$ cat src/rtl/link_tx_scheduler_if.sv
// Requester/sender-side bundle for link_tx_scheduler.
// The scheduler connects through slave; the requester FIFOs and sender side use master.
interface link_tx_scheduler_if #(
  parameter int N_REQ = 4
);
  localparam int SEL_W = (N_REQ > 1) ? $clog2(N_REQ) : 1;

  logic [N_REQ-1:0]    req;
  logic [10*N_REQ-1:0] len;
  logic [N_REQ-1:0]    grant;
  logic [N_REQ-1:0]    cmpl;
  logic [N_REQ-1:0]    err;
  logic [SEL_W-1:0]    sel;
  logic                snd_start;
  logic [9:0]          snd_count;
  logic                snd_abort;
  logic                snd_done;
  logic                busy;

  modport master (
    output req, len, snd_done,
    input  grant, cmpl, err, sel, snd_start, snd_count, snd_abort, busy
  );

  modport slave (
    input  req, len, snd_done,
    output grant, cmpl, err, sel, snd_start, snd_count, snd_abort, busy
  );
endinterface

$ cat src/rtl/link_tx_scheduler.sv
// Round-robin scheduler sharing one link transmit sender between N_REQ requesters,
// with start/watchdog/retry supervision. Define LINK_SCHED_STATS_EN for statistics counters.
module link_tx_scheduler #(
  parameter int N_REQ     = 4,
  parameter int MAX_LEN   = 512,
  parameter int TIMEOUT   = 4096,
  parameter int MAX_RETRY = 3,
  parameter int GAP       = 16
) (
  input  logic               clk,
  input  logic               rst,
  link_tx_scheduler_if.slave bus
`ifdef LINK_SCHED_STATS_EN
  ,
  output logic [15:0]        stat_xfers,
  output logic [15:0]        stat_timeouts,
  output logic [15:0]        stat_errs,
  input  logic               stat_clr
`endif
);

  localparam int SEL_W   = (N_REQ > 1) ? $clog2(N_REQ) : 1;
  localparam int TMR_MAX = (TIMEOUT > GAP) ? TIMEOUT : GAP;
  localparam int TMR_W   = $clog2(TMR_MAX + 1);
  localparam int RTY_W   = $clog2(MAX_RETRY + 2);

  localparam logic [TMR_W-1:0] TO_LAST   = TMR_W'(TIMEOUT - 1);
  localparam logic [TMR_W-1:0] GAP_LAST  = TMR_W'(GAP - 1);
  localparam logic [RTY_W-1:0] RTY_LIMIT = RTY_W'(MAX_RETRY);
  localparam logic [10:0]      LEN_LIMIT = 11'(MAX_LEN);
  localparam logic [SEL_W-1:0] LAST_IDX  = SEL_W'(N_REQ - 1);
  localparam logic [N_REQ-1:0] ONE_HOT0  = N_REQ'(1);

  typedef enum logic [2:0] {
    S_IDLE,
    S_CHECK,
    S_START,
    S_WAIT_DONE,
    S_GAP_WAIT,
    S_FINISH
  } state_t;

  state_t             state_reg;
  logic [SEL_W-1:0]   ptr_reg;
  logic [SEL_W-1:0]   sel_reg;
  logic [N_REQ-1:0]   grant_reg;
  logic [N_REQ-1:0]   cmpl_reg;
  logic [N_REQ-1:0]   err_reg;
  logic               start_reg;
  logic               abort_reg;
  logic [9:0]         count_reg;
  logic [TMR_W-1:0]   timer_reg;
  logic [RTY_W-1:0]   retry_reg;

  // Per-requester word-count slices of the packed len bus.
  logic [9:0] len_slice [N_REQ];
  genvar gi;
  for (gi = 0; gi < N_REQ; gi++) begin : g_len
    assign len_slice[gi] = bus.len[10*gi +: 10];
  end

  // Round-robin pick: first set request searching upward from ptr_reg+1 with wrap.
  logic [SEL_W-1:0] cand;
  logic [SEL_W-1:0] pick_idx;
  logic             pick_found;
  logic [N_REQ-1:0] pick_onehot;

  always_comb begin
    cand       = ptr_reg;
    pick_idx   = '0;
    pick_found = 1'b0;
    for (int i = 0; i < N_REQ; i++) begin
      cand = (cand == LAST_IDX) ? '0 : cand + 1'b1;
      if (!pick_found && bus.req[cand]) begin
        pick_found = 1'b1;
        pick_idx   = cand;
      end
    end
    pick_onehot = ONE_HOT0 << pick_idx;
  end

  always_ff @(posedge clk) begin
    if (rst) begin
      state_reg <= S_IDLE;
      ptr_reg   <= LAST_IDX;
      sel_reg   <= '0;
      grant_reg <= '0;
      cmpl_reg  <= '0;
      err_reg   <= '0;
      start_reg <= 1'b0;
      abort_reg <= 1'b0;
      count_reg <= '0;
      timer_reg <= '0;
      retry_reg <= '0;
    end else begin
      cmpl_reg  <= '0;
      err_reg   <= '0;
      start_reg <= 1'b0;
      abort_reg <= 1'b0;

      case (state_reg)
        S_IDLE: begin
          if (pick_found) begin
            grant_reg <= pick_onehot;
            sel_reg   <= pick_idx;
            count_reg <= len_slice[pick_idx];
            state_reg <= S_CHECK;
          end
        end

        S_CHECK: begin
          if (count_reg == '0) begin
            cmpl_reg  <= grant_reg;
            state_reg <= S_FINISH;
          end else if ({1'b0, count_reg} > LEN_LIMIT) begin
            err_reg   <= grant_reg;
            state_reg <= S_FINISH;
          end else begin
            start_reg <= 1'b1;
            timer_reg <= '0;
            state_reg <= S_START;
          end
        end

        // The start cycle counts toward the watchdog, so the abort lands
        // exactly TIMEOUT cycles after the start pulse.
        S_START: begin
          timer_reg <= timer_reg + 1'b1;
          state_reg <= S_WAIT_DONE;
        end

        S_WAIT_DONE: begin
          timer_reg <= timer_reg + 1'b1;
          if (bus.snd_done) begin
            cmpl_reg  <= grant_reg;
            state_reg <= S_FINISH;
          end else if (timer_reg >= TO_LAST) begin
            abort_reg <= 1'b1;
            if (retry_reg < RTY_LIMIT) begin
              retry_reg <= retry_reg + 1'b1;
              timer_reg <= '0;
              state_reg <= S_GAP_WAIT;
            end else begin
              err_reg   <= grant_reg;
              state_reg <= S_FINISH;
            end
          end
        end

        // Timer is reused as the inter-attempt gap counter.
        S_GAP_WAIT: begin
          if (timer_reg >= GAP_LAST) begin
            start_reg <= 1'b1;
            timer_reg <= '0;
            state_reg <= S_START;
          end else begin
            timer_reg <= timer_reg + 1'b1;
          end
        end

        S_FINISH: begin
          grant_reg <= '0;
          ptr_reg   <= sel_reg;
          retry_reg <= '0;
          state_reg <= S_IDLE;
        end

        default: state_reg <= S_IDLE;
      endcase
    end
  end

  assign bus.grant     = grant_reg;
  assign bus.cmpl      = cmpl_reg;
  assign bus.err       = err_reg;
  assign bus.sel       = sel_reg;
  assign bus.snd_start = start_reg;
  assign bus.snd_abort = abort_reg;
  assign bus.snd_count = count_reg;
  assign bus.busy      = (state_reg != S_IDLE);

`ifdef LINK_SCHED_STATS_EN
  logic [15:0] xfers_reg;
  logic [15:0] timeouts_reg;
  logic [15:0] errs_reg;

  // Clear wins over a same-cycle increment; counters stick at all-ones.
  always_ff @(posedge clk) begin
    if (rst || stat_clr) begin
      xfers_reg    <= '0;
      timeouts_reg <= '0;
      errs_reg     <= '0;
    end else begin
      if (|cmpl_reg && xfers_reg != 16'hFFFF)
        xfers_reg <= xfers_reg + 16'd1;
      if (abort_reg && timeouts_reg != 16'hFFFF)
        timeouts_reg <= timeouts_reg + 16'd1;
      if (|err_reg && errs_reg != 16'hFFFF)
        errs_reg <= errs_reg + 16'd1;
    end
  end

  assign stat_xfers    = xfers_reg;
  assign stat_timeouts = timeouts_reg;
  assign stat_errs     = errs_reg;
`endif

  a_grant_onehot0: assert property (@(posedge clk) disable iff (rst) $onehot0(grant_reg));
  a_cmpl_err_excl: assert property (@(posedge clk) disable iff (rst) !(|cmpl_reg && |err_reg));

endmodule

$ cat src/flat_wrapper.sv
// flat-port wrapper written by rule: the top's interface ports become plain ports
module link_tx_scheduler_flat 
#(
  parameter int N_REQ     = 4,
  parameter int MAX_LEN   = 512,
  parameter int TIMEOUT   = 4096,
  parameter int MAX_RETRY = 3,
  parameter int GAP       = 16
)
  (clk, rst, bus_req, bus_len, bus_snd_done, bus_grant, bus_cmpl, bus_err, bus_sel, bus_snd_start, bus_snd_count, bus_snd_abort, bus_busy);
  link_tx_scheduler_if #(.N_REQ(N_REQ)) bus_i ();
  input  logic clk;
  input  logic rst;
  input wire logic [$bits(bus_i.req)-1:0] bus_req;
  input wire logic [$bits(bus_i.len)-1:0] bus_len;
  input wire logic [$bits(bus_i.snd_done)-1:0] bus_snd_done;
  output wire logic [$bits(bus_i.grant)-1:0] bus_grant;
  output wire logic [$bits(bus_i.cmpl)-1:0] bus_cmpl;
  output wire logic [$bits(bus_i.err)-1:0] bus_err;
  output wire logic [$bits(bus_i.sel)-1:0] bus_sel;
  output wire logic [$bits(bus_i.snd_start)-1:0] bus_snd_start;
  output wire logic [$bits(bus_i.snd_count)-1:0] bus_snd_count;
  output wire logic [$bits(bus_i.snd_abort)-1:0] bus_snd_abort;
  output wire logic [$bits(bus_i.busy)-1:0] bus_busy;
  assign bus_i.req = bus_req;
  assign bus_i.len = bus_len;
  assign bus_i.snd_done = bus_snd_done;
  assign bus_grant = bus_i.grant;
  assign bus_cmpl = bus_i.cmpl;
  assign bus_err = bus_i.err;
  assign bus_sel = bus_i.sel;
  assign bus_snd_start = bus_i.snd_start;
  assign bus_snd_count = bus_i.snd_count;
  assign bus_snd_abort = bus_i.snd_abort;
  assign bus_busy = bus_i.busy;
  link_tx_scheduler #(.N_REQ(N_REQ), .MAX_LEN(MAX_LEN), .TIMEOUT(TIMEOUT), .MAX_RETRY(MAX_RETRY), .GAP(GAP)) u_core (.clk(clk), .rst(rst), .bus(bus_i));
endmodule
$ cat config.mk
export PLATFORM = sky130hd
export DESIGN_NAME = link_tx_scheduler_flat
export DESIGN_NICKNAME = d
export VERILOG_FILES = /design/src/rtl/link_tx_scheduler_if.sv /design/src/rtl/link_tx_scheduler.sv /design/src/flat_wrapper.sv
export SDC_FILE = /design/constraint.sdc
export NUM_CORES = 1
export LEC_CHECK = 0
export BUFFER_PORTS_ARGS = -buffer_cell sky130_fd_sc_hd__buf_2
export CAP_MARGIN = 20
export CORE_AREA = 2 2 84 86
export CTS_CLUSTER_DIAMETER = 200
export DETAILED_ROUTE_END_ITERATION = 8
export DIE_AREA = 0 0 86 88
export SYNTH_ARGS = -nofsm -noshare
export SYNTH_HDL_FRONTEND = slang
export SYNTH_SLANG_ARGS = --single-unit
$ cat constraint.sdc
create_clock -name clk -period 4.05 [get_ports clk]
set_input_delay 0.2025 -clock clk [delete_from_list [all_inputs] [get_ports clk]]
set_output_delay 0.2025 -clock clk [all_outputs]
set_load 0.01 [all_outputs]
==> flow_summary.json, run 1 <==
{
  "fp.dieW_um": 86,
  "dp_hpwl_um": 4350,
  "finalCriticalPeriod_ns": 2.61,
  "largest_register_ffs": 13,
  "cts_sinks": 47,
  "synthCells": 295,
  "dr.pass1.iters": 4,
  "seq_area_um2": 941,
  "slowest_stage": "or3_1",
  "min_from": "bus_len[9]",
  "insertion_delay_ns": 0.29,
  "n_antenna_cell": 0,
  "cp-end-kind": "flop",
  "fill_cells": 649,
  "dieArea_um2": 7570,
  "synth_seq_cells": 47,
  "ant_nets": 0,
  "rsz0062_at_grt": "no",
  "grt_antenna_before_repair": 0,
  "path_clk_slew_ns": 0.08,
  "dr.first_iter.drc_count": 108,
  "drive_gt1_frac": 0.251,
  "vias": 2310,
  "max_cap_viol_count": 0,
  "io_pins": 74,
  "p_per_area_nw_per_um2": 513,
  "htreeDepth": 2,
  "fmax_ghz": 0.383,
  "start_kind": "flop",
  "postCtsSetupRepairBufs": 0,
  "criticalPathCategory": "flop to flop",
  "worst_pin_slew_ns": 1.06,
  "cp_max_fo": 23,
  "nets": 409,
  "numPortBuffers": 73,
  "ys_warn_count": 0,
  "setup_viol_count_final": 0,
  "crit_required_ns": 4.29,
  "r2r_start": "u_core.ptr_reg[0]",
  "slew_headroom": 0.290,
  "whs_ns": 0.249,
  "syn-cell-area_um2": 2450,
  "critPathMaxStageDelay_ns": 0.79,
  "synthTopCellsByArea": "dfxtp_1 (38%), a21oi_1 (6.1%), nand2_1 (5.7%), mux2i_1 (4.9%), nor2_1 (4.7%)",
  "gr-total-overflow": 0,
  "drt-wirelength-per-cell_um": 13.6,
  "path_buf_inv": 0,
  "grt_max_degree": 26,
  "tns_ns": 0,
  "critPathTopFamily": "simple AND/OR/NAND/NOR gates",
  "grt_pass1_vias": 2100,
  "multi_input_area_um2": 1420,
  "avgSynthCellArea_um2": 8.30,
  "status": "completed",
  "routed_via_density": 5.27,
  "startpoint": "u_core.ptr_reg[0]",
  "area_growth_pct": 19.4,
  "core-area_um2": 6640,
  "tritoncts": "built",
  "p_leak_nw": 1.26,
  "slew_violations": 0,
  "place_congestion": 0.777,
  "drc": 0,
  "hold_viol_final": 0,
  "cts_root_buf": "clkbuf_8",
  "max-clock-path-buffers": 2,
  "yosysTopAreaCellShare": 0.384,
  "crit_arrival_ns": 2.85,
  "hp-class": "input pin to flop",
  "rows": 30,
  "synth_cell_types": 42,
  "wirelength_um": 5970,
  "synth_top_area_cell": "dfxtp_1",
  "finClkSkew_ns": 0.00440,
  "ys_seq_area_frac": 0.384,
  "cts_buffers": 5,
  "layout_common_cells": "buf_2 (73), dfxtp_1 (47), nand2_1 (37)",
  "cp_cell_sequence": "ha_1, o21bai_1, a21boi_0, or3_1, mux2i_1, a221o_1, nand2_1",
  "dieHeight_um": 88,
  "grt_usage": 0.157,
  "ir_drop_mv": 0.189,
  "layout_commonest_cell": "buf_2",
  "initial_core_util": 0.369,
  "ctsHoldBuffers": 0,
  "grt_pass1_wl_um": 9540,
  "cts_resized": 0,
  "syn-num-nets": 345,
  "timing.final.crit_share": 0.644
}
## synthesized netlist by cell type (all sizes together)
| library cell | count |
|---|---|
| o211a | 1 |
| a211oi | 5 |
| o21bai | 1 |
| clkbuf | 10 |
| a21boi | 2 |
| a221o | 10 |
| or4b | 1 |
| inv | 5 |
| nor3b | 1 |
| a21oi | 30 |
| nor4 | 4 |
| nor2b | 3 |
| buf | 7 |
| o221a | 1 |
| mux2i | 12 |
| nand2b | 5 |
| ha | 3 |
| a31oi | 3 |
| a2111oi | 4 |
| and2 | 10 |
| nand3b | 13 |
| a211o | 2 |
| or2 | 2 |
| xnor2 | 11 |
| o211ai | 1 |
| a31o | 1 |
| nand3 | 7 |
| dfxtp | 47 |
| or3b | 1 |
| nand2 | 37 |
| o31ai | 3 |
| o21ai | 4 |
| nor2 | 31 |
| nand4 | 6 |
| nor3 | 5 |
| or3 | 1 |
| and3 | 3 |
| or4 | 1 |
| a2bb2oi | 1 |
## tightest hold or removal path: stages
cell,delay [ns]
buf_2,0.10
nand2_1,0.05
a221o_1,0.12
nand2_1,0.04
## stage by stage
stage	total power (W)	instance area (µm²)	worst slack, ns	instances	util
6_report	0.00150	2920	1.44	438	0.440
5_1_grt	0.00161	2920	1.22	438	0.440
4_1_cts	0.00151	2920	1.44	438	0.440
3_5_place_dp	0.00125	2850	1.47	432	0.429
3_3_place_gp	0.00124	2850	1.56	432	0.429
2_1_floorplan	0.00108	2450	1.92	295	-
## metal layers
metal	GRT usage	wire [µm]	up-vias
li1	-	-	1189
met2	0.260	2770	78
met1	0.203	2760	1038
met3	0.0396	364	5
met4	0.0476	76	0
met5	0	0	-
## kinds of logic after synthesis
kind of cell | share of synthesized area
AOI/OAI and AO/OA | 0.200
xor gates and xnor gates | 0.0393
adders and majority gates | 0.0153
buffers and inverters | 0.0383
DFF | 0.384
muxes | 0.0490
and+or+nand+nor | 0.274
## where the power goes
| group | total (W) | switching [W] | leakage [nW] | internal [W] |
|---|---|---|---|---|
| Combinational | 0.000628 | 0.000381 | 0.837 | 0.000248 |
| Sequential | 0.000610 | 0.0000755 | 0.382 | 0.000534 |
| Clock | 0.000261 | 0.000146 | 0.0371 | 0.000115 |
| Total | 0.00150 | 0.000602 | 1.26 | 0.000897 |
## area by class of cell
cell class                 count  area share
timing repair buffer          74       0.128
clock buffer                   6      0.0248
inverter                       5     0.00642
multi-input combinational    226       0.485
tap                           80      0.0342
sequential                    47       0.322
## final timing paths
check / to / slack [ns] / cells after the start
min reg2reg: u_core.bus.grant[3] / 0.49 / 2
max: u_core.bus.snd_count[6] / 1.44 / 7
min: u_core.bus.snd_count[9] / 0.25 / 4
max reg2reg: u_core.bus.snd_count[6] / 1.44 / 7
(Power assumes the default switching activity.)
==> run 2: changes to the inputs <==
clock period = 2.5 ns   (was 4.05 ns; I/O delays follow)
==> run 2 against run 1 <==
Net effect:
- routed wire length decreased by 1.9%
- fmax increased by 18%
- sequential power increased by 62%
- final cell count increased by 1.6%
- clock-buffer cell count decreased by 1
- register-to-register slack got worse by 1.2 ns
- critical path depth increased by 1
- design area increased by 3.9%
- die area unchanged
- critical path type unchanged
- largest cell class unchanged
- highest routed layer unchanged
==> flow_summary.json, run 2 (synthesis gave the netlist of run 1 again) <==
{
  "status": "completed",
  "timing.reg2reg.setup_slack_ns": 0.29,
  "cts_sinks": 47,
  "n_antenna_cell": 0,
  "dr.first_iter.drc_count": 119,
  "r2r_start": "u_core.ptr_reg[0]",
  "nets": 414,
  "vias": 2329,
  "crit_arrival_ns": 2.46,
  "wirelength_um": 5850,
  "worst_pin_slew_ns": 0.517,
  "drc": 0,
  "grt_pass1_vias": 2197,
  "dieHeight_um": 88,
  "hold_viol_final": 0,
  "layout_common_cells": "buf_2 (73), dfxtp_1 (47), nand2_1 (37)",
  "whs_ns": 0.170,
  "dp_hpwl_um": 4320,
  "ff2ff_path_depth": 8,
  "grt_max_degree": 26,
  "grt_antenna_before_repair": 0,
  "ir_drop_mv": 0.350,
  "min_from": "bus_len[6]",
  "max-clock-path-buffers": 2,
  "largest_register_ffs": 13,
  "cts_root_buf": "clkbuf_8",
  "ant_nets": 0,
  "rows": 30,
  "busiest_layer": "met2",
  "layout_commonest_cell": "buf_2",
  "finalCriticalPeriod_ns": 2.21,
  "met1_usage": 0.202,
  "use_met2": 0.268,
  "grt_pass1_wl_um": 9760,
  "crit_required_ns": 2.75,
  "globalRouteMet3Util": 0.0358,
  "numPortBuffers": 73,
  "postCtsSetupRepairBufs": 0,
  "p_per_area_nw_per_um2": 895,
  "initial_core_util": 0.369,
  "tritoncts": "built",
  "dieArea_um2": 7570,
  "cp_max_fo": 23,
  "area_growth_pct": 24.0,
  "core-area_um2": 6640,
  "htreeDepth": 2,
  "fp.dieW_um": 86,
  "start_kind": "flop",
  "io_pins": 74,
  "insertion_delay_ns": 0.30,
  "slew_headroom": 0.655,
  "ctsHoldBuffers": 0,
  "cts_buffers": 5,
  "path_clk_slew_ns": 0.09,
  "holdPathStages": 4,
  "criticalPathCategory": "flop to flop",
  "grt_usage": 0.160,
  "p_leak_nw": 1.31,
  "hp-class": "input pin to flop",
  "min_to": "u_core.bus.snd_count[6]",
  "setup_viol_count_final": 0,
  "gr-total-overflow": 0,
  "utilization": 0.457,
  "drt-wirelength-per-cell_um": 13.2,
  "rsz0062_at_grt": "no",
  "cts_resized": 0,
  "fmax_ghz": 0.452,
  "max_cap_viol_count": 0,
  "tns_ns": 0,
  "routed_via_density": 5.23,
  "place_congestion": 0.765,
  "timing.final.crit_share": 0.885,
  "finClkSkew_ns": 0.00599,
  "r2r_end": "u_core.bus.snd_count[6]",
  "dr.pass1.iters": 6,
  "cp-end-kind": "flop",
  "drive_gt1_frac": 0.268,
  "slew_violations": 0
}
==> run 2: changes by cell type in the layout (fill, tap and decap cells not counted) <==
cell        change
clkinvlp_4      +1
buf_12          +1
buf_4           +4
bufinv_16       +2
clkbuf_1        -1
==> run 2: layer usage <==
| metal | up-vias | wire, µm |
|---|---|---|
| met5 | - | 0 |
| met4 | 0 | 97 |
| met3 | 5 | 344 |
| met2 | 77 | 2690 |
| met1 | 1041 | 2730 |
| li1 | 1206 | - |
==> run 2: worst max path at each step <==
| stage | from | end | slack [ns] | cells past startpoint |
|---|---|---|---|---|
| floorplan | u_core.ptr_reg[0] | u_core.bus.snd_count[2] | 0.37 | 9 |
| global placement | u_core.ptr_reg[0] | u_core.bus.snd_count[9] | 0.35 | 8 |
| detailed placement | u_core.ptr_reg[0] | u_core.bus.snd_count[6] | 0.31 | 8 |
| CTS | u_core.ptr_reg[0] | u_core.bus.snd_count[6] | 0.29 | 8 |
| global route | u_core.timer_reg[0] | u_core.timer_reg[12] | 0.16 | 7 |
| finish | u_core.ptr_reg[0] | u_core.bus.snd_count[6] | 0.29 | 8 |
==> run 2: area by class of cell <==
class | count | area, µm²
Clock buffer | 5 | 68.8
Clock inverter | 3 | 67.6
Fill cell | 663 | 3610
Inverter | 5 | 18.8
Multi-Input combinational cell | 226 | 1420
Sequential cell | 47 | 941
Tap cell | 80 | 100
Timing Repair Buffer | 79 | 423
==> run 2: metrics by stage <==
stage	setup slack, ns	total power, W	area, µm²	std cells
6_report	0.289	0.00272	3040	445
3_3_place_gp	0.352	0.00208	2900	437
2_1_floorplan	0.365	0.00175	2450	295
4_1_cts	0.292	0.00275	3040	445
3_5_place_dp	0.314	0.00208	2900	437
5_1_grt	0.158	0.00292	3040	445
==> run 2: power breakdown <==
group          internal, W  leakage [nW]  switching [W]
registers         0.000865         0.382       0.000122
clock network     0.000399        0.0644       0.000260
logic             0.000455         0.866       0.000620
total              0.00172          1.31        0.00100
==> run 2: critical path: stages (launching register included) <==
cell and delay (ns):
dfxtp_1 0.37, ha_1 0.40, o21bai_1 0.13, a21boi_0 0.11, or3_1 0.43, buf_12 0.18, mux2i_1 0.13, a221o_1 0.35
nand2_1 0.05
==> run 3: changes to the inputs <==
CELL_PAD_IN_SITES_DETAIL_PLACEMENT = 0   (was default)
CELL_PAD_IN_SITES_GLOBAL_PLACEMENT = 1   (was default)
CORE_AREA = 2 2 85 87   (was 2 2 84 86)
DIE_AREA = 0 0 87 89   (was 0 0 86 88)
PLACE_DENSITY_LB_ADDON = 0.1   (was default)
==> run 3 against run 2 <==
Net effect:
- clock skew grew 0.0068 ns
- worst setup slack improved by 0.015 ns
- design area fell by 0.45%
- routed wire length is 5.6% higher
- worst hold slack got worse by 0.0083 ns
- final cell count grew 0.22%
- core utilization is 0.72 points lower
- die area up 2.3%
- power down 2.7%
- highest routed layer unchanged
==> flow_summary.json, run 3 (synthesis gave the netlist of run 1 again) <==
{
  "cts_buffers": 5,
  "status": "completed",
  "hold_viol_final": 0,
  "area_growth_pct": 23.4,
  "max_cap_viol_count": 0,
  "p_seq_frac": 0.373,
  "cts_root_buf": "clkbuf_8",
  "setup_viol_count_final": 0,
  "drc": 0,
  "final_cell_count_no_fill": 446,
  "cp_max_fo": 23,
  "cp-end-kind": "flop",
  "cts_resized": 0,
  "core-area_um2": 6720,
  "p_per_area_nw_per_um2": 875,
  "path_clk_slew_ns": 0.10,
  "postCtsSetupRepairBufs": 0,
  "dieArea_um2": 7740,
  "slew_violations": 0,
  "setup_ws_ns": 0.303,
  "rows": 30,
  "place_congestion": 0.766,
  "multi_input_area_um2": 1420,
  "vias": 2291,
  "critPathMaxStageDelay_ns": 0.43,
  "dr.first_iter.drc_count": 80,
  "dr.pass1.iters": 4,
  "initial_core_util": 0.365,
  "fill_cells": 696,
  "fin_area_um2": 3020,
  "gr-total-overflow": 0,
  "io_pins": 74,
  "fmax_ghz": 0.455,
  "tritoncts": "built",
  "tns_ns": 0,
  "grt_max_degree": 26,
  "swShare": 0.392,
  "slowest_stage": "or3_1",
  "ctsHoldBuffers": 0,
  "combPwrFrac": 0.408,
  "dp_slack_ns": 0.316,
  "place_inst": 438,
  "switchingPower_w": 0.00104,
  "crit_required_ns": 2.74,
  "grt_pass1_vias": 2123,
  "p_clk_frac": 0.219,
  "nets": 415,
  "drive_gt1_frac": 0.270,
  "wirelength_um": 6180,
  "criticalPathCategory": "flop to flop",
  "cp_cell_sequence": "ha_1, o21bai_1, a21boi_0, or3_1, buf_12, mux2i_1, a221o_1, nand2_1",
  "cts_sinks": 47,
  "finClkSkew_ns": 0.0128,
  "p_leak_nw": 1.31,
  "ir_drop_mv": 0.332,
  "grt_pass1_wl_um": 10300,
  "n_antenna_cell": 0,
  "max-clock-path-buffers": 2,
  "drt-wirelength-per-cell_um": 13.9,
  "routed_via_density": 5.14,
  "ant_nets": 0,
  "whs_ns": 0.161,
  "fp.dieW_um": 87,
  "dp_hpwl_um": 4480,
  "worst_pin_slew_ns": 0.512,
  "post_dp_cell_area_um2": 2910,
  "numPortBuffers": 73,
  "largest_register_ffs": 13,
  "layout_commonest_cell": "buf_2",
  "timing.final.crit_share": 0.879,
  "dieHeight_um": 89,
  "seq_area_um2": 941,
  "rsz0062_at_grt": "no",
  "grt_antenna_before_repair": 0,
  "grt_usage": 0.166,
  "start_kind": "flop",
  "cell_internal_pwr_w": 0.00161,
  "finalCriticalPeriod_ns": 2.20,
  "hp-class": "input pin to flop",
  "crit_arrival_ns": 2.44,
  "htreeDepth": 2,
  "slew_headroom": 0.650,
  "layout_common_cells": "buf_2 (73), dfxtp_1 (47), nand2_1 (37)",
  "insertion_delay_ns": 0.30
}
-- run 3: cell types whose count changed in the layout (fill, tap and decap cells not counted) --
cell and delta:
buf_4 +1, bufinv_16 -1, inv_6 +1
-- run 3: routing by layer --
layer  up-vias  track usage  wire (µm)
met5         -            0          0
met4         0       0.0440         66
met3         6       0.0443        400
met2        70        0.263       2780
met1      1013        0.223       2940
li1       1202            -          -
-- run 3: final timing paths --
kind                                           from                      end  slack (ns)  depth (start not counted)
worst min register to register  u_core.retry_reg[2]      u_core.retry_reg[2]        0.48                          2
worst min-delay path                     bus_len[6]  u_core.bus.snd_count[6]        0.16                          4
worst max-delay path              u_core.ptr_reg[0]  u_core.bus.snd_count[9]        0.30                          8
worst max register to register    u_core.ptr_reg[0]  u_core.bus.snd_count[9]        0.30                          8
-- run 3: cell type report --
type | count | area share
tap | 80 | 0.0331
inverter | 5 | 0.00621
multi-input combinational | 226 | 0.469
sequential | 47 | 0.311
clock buffer | 5 | 0.0228
timing repair buffer | 80 | 0.142
clock inverter | 3 | 0.0153
-- run 3: power groups by stage --
stage	clock (W)	sequential (W)	combinational, W
after global placement	0	0.00100	0.00108
after detailed placement	0	0.00101	0.00108
after global routing	0.000626	0.00101	0.00123
final	0.000580	0.000988	0.00108
after floorplan	0	0.000999	0.000750
after CTS	0.000602	0.000989	0.00109
-- run 3: critical path, delay by kind of cell (launching register included) --
kind            cells  cell delay (ns)
buf+inv             1             0.18
mux                 1             0.13
compound gates      3             0.60
flops               1             0.36
fa+ha+maj           1             0.39
simple gates        2             0.48
-- run 3: per-stage QoR --
stage	util	total power [W]
floorplan	-	0.00175
global placement	0.433	0.00209
detailed placement	0.433	0.00209
CTS	0.450	0.00268
global route	0.450	0.00286
finish	0.450	0.00265
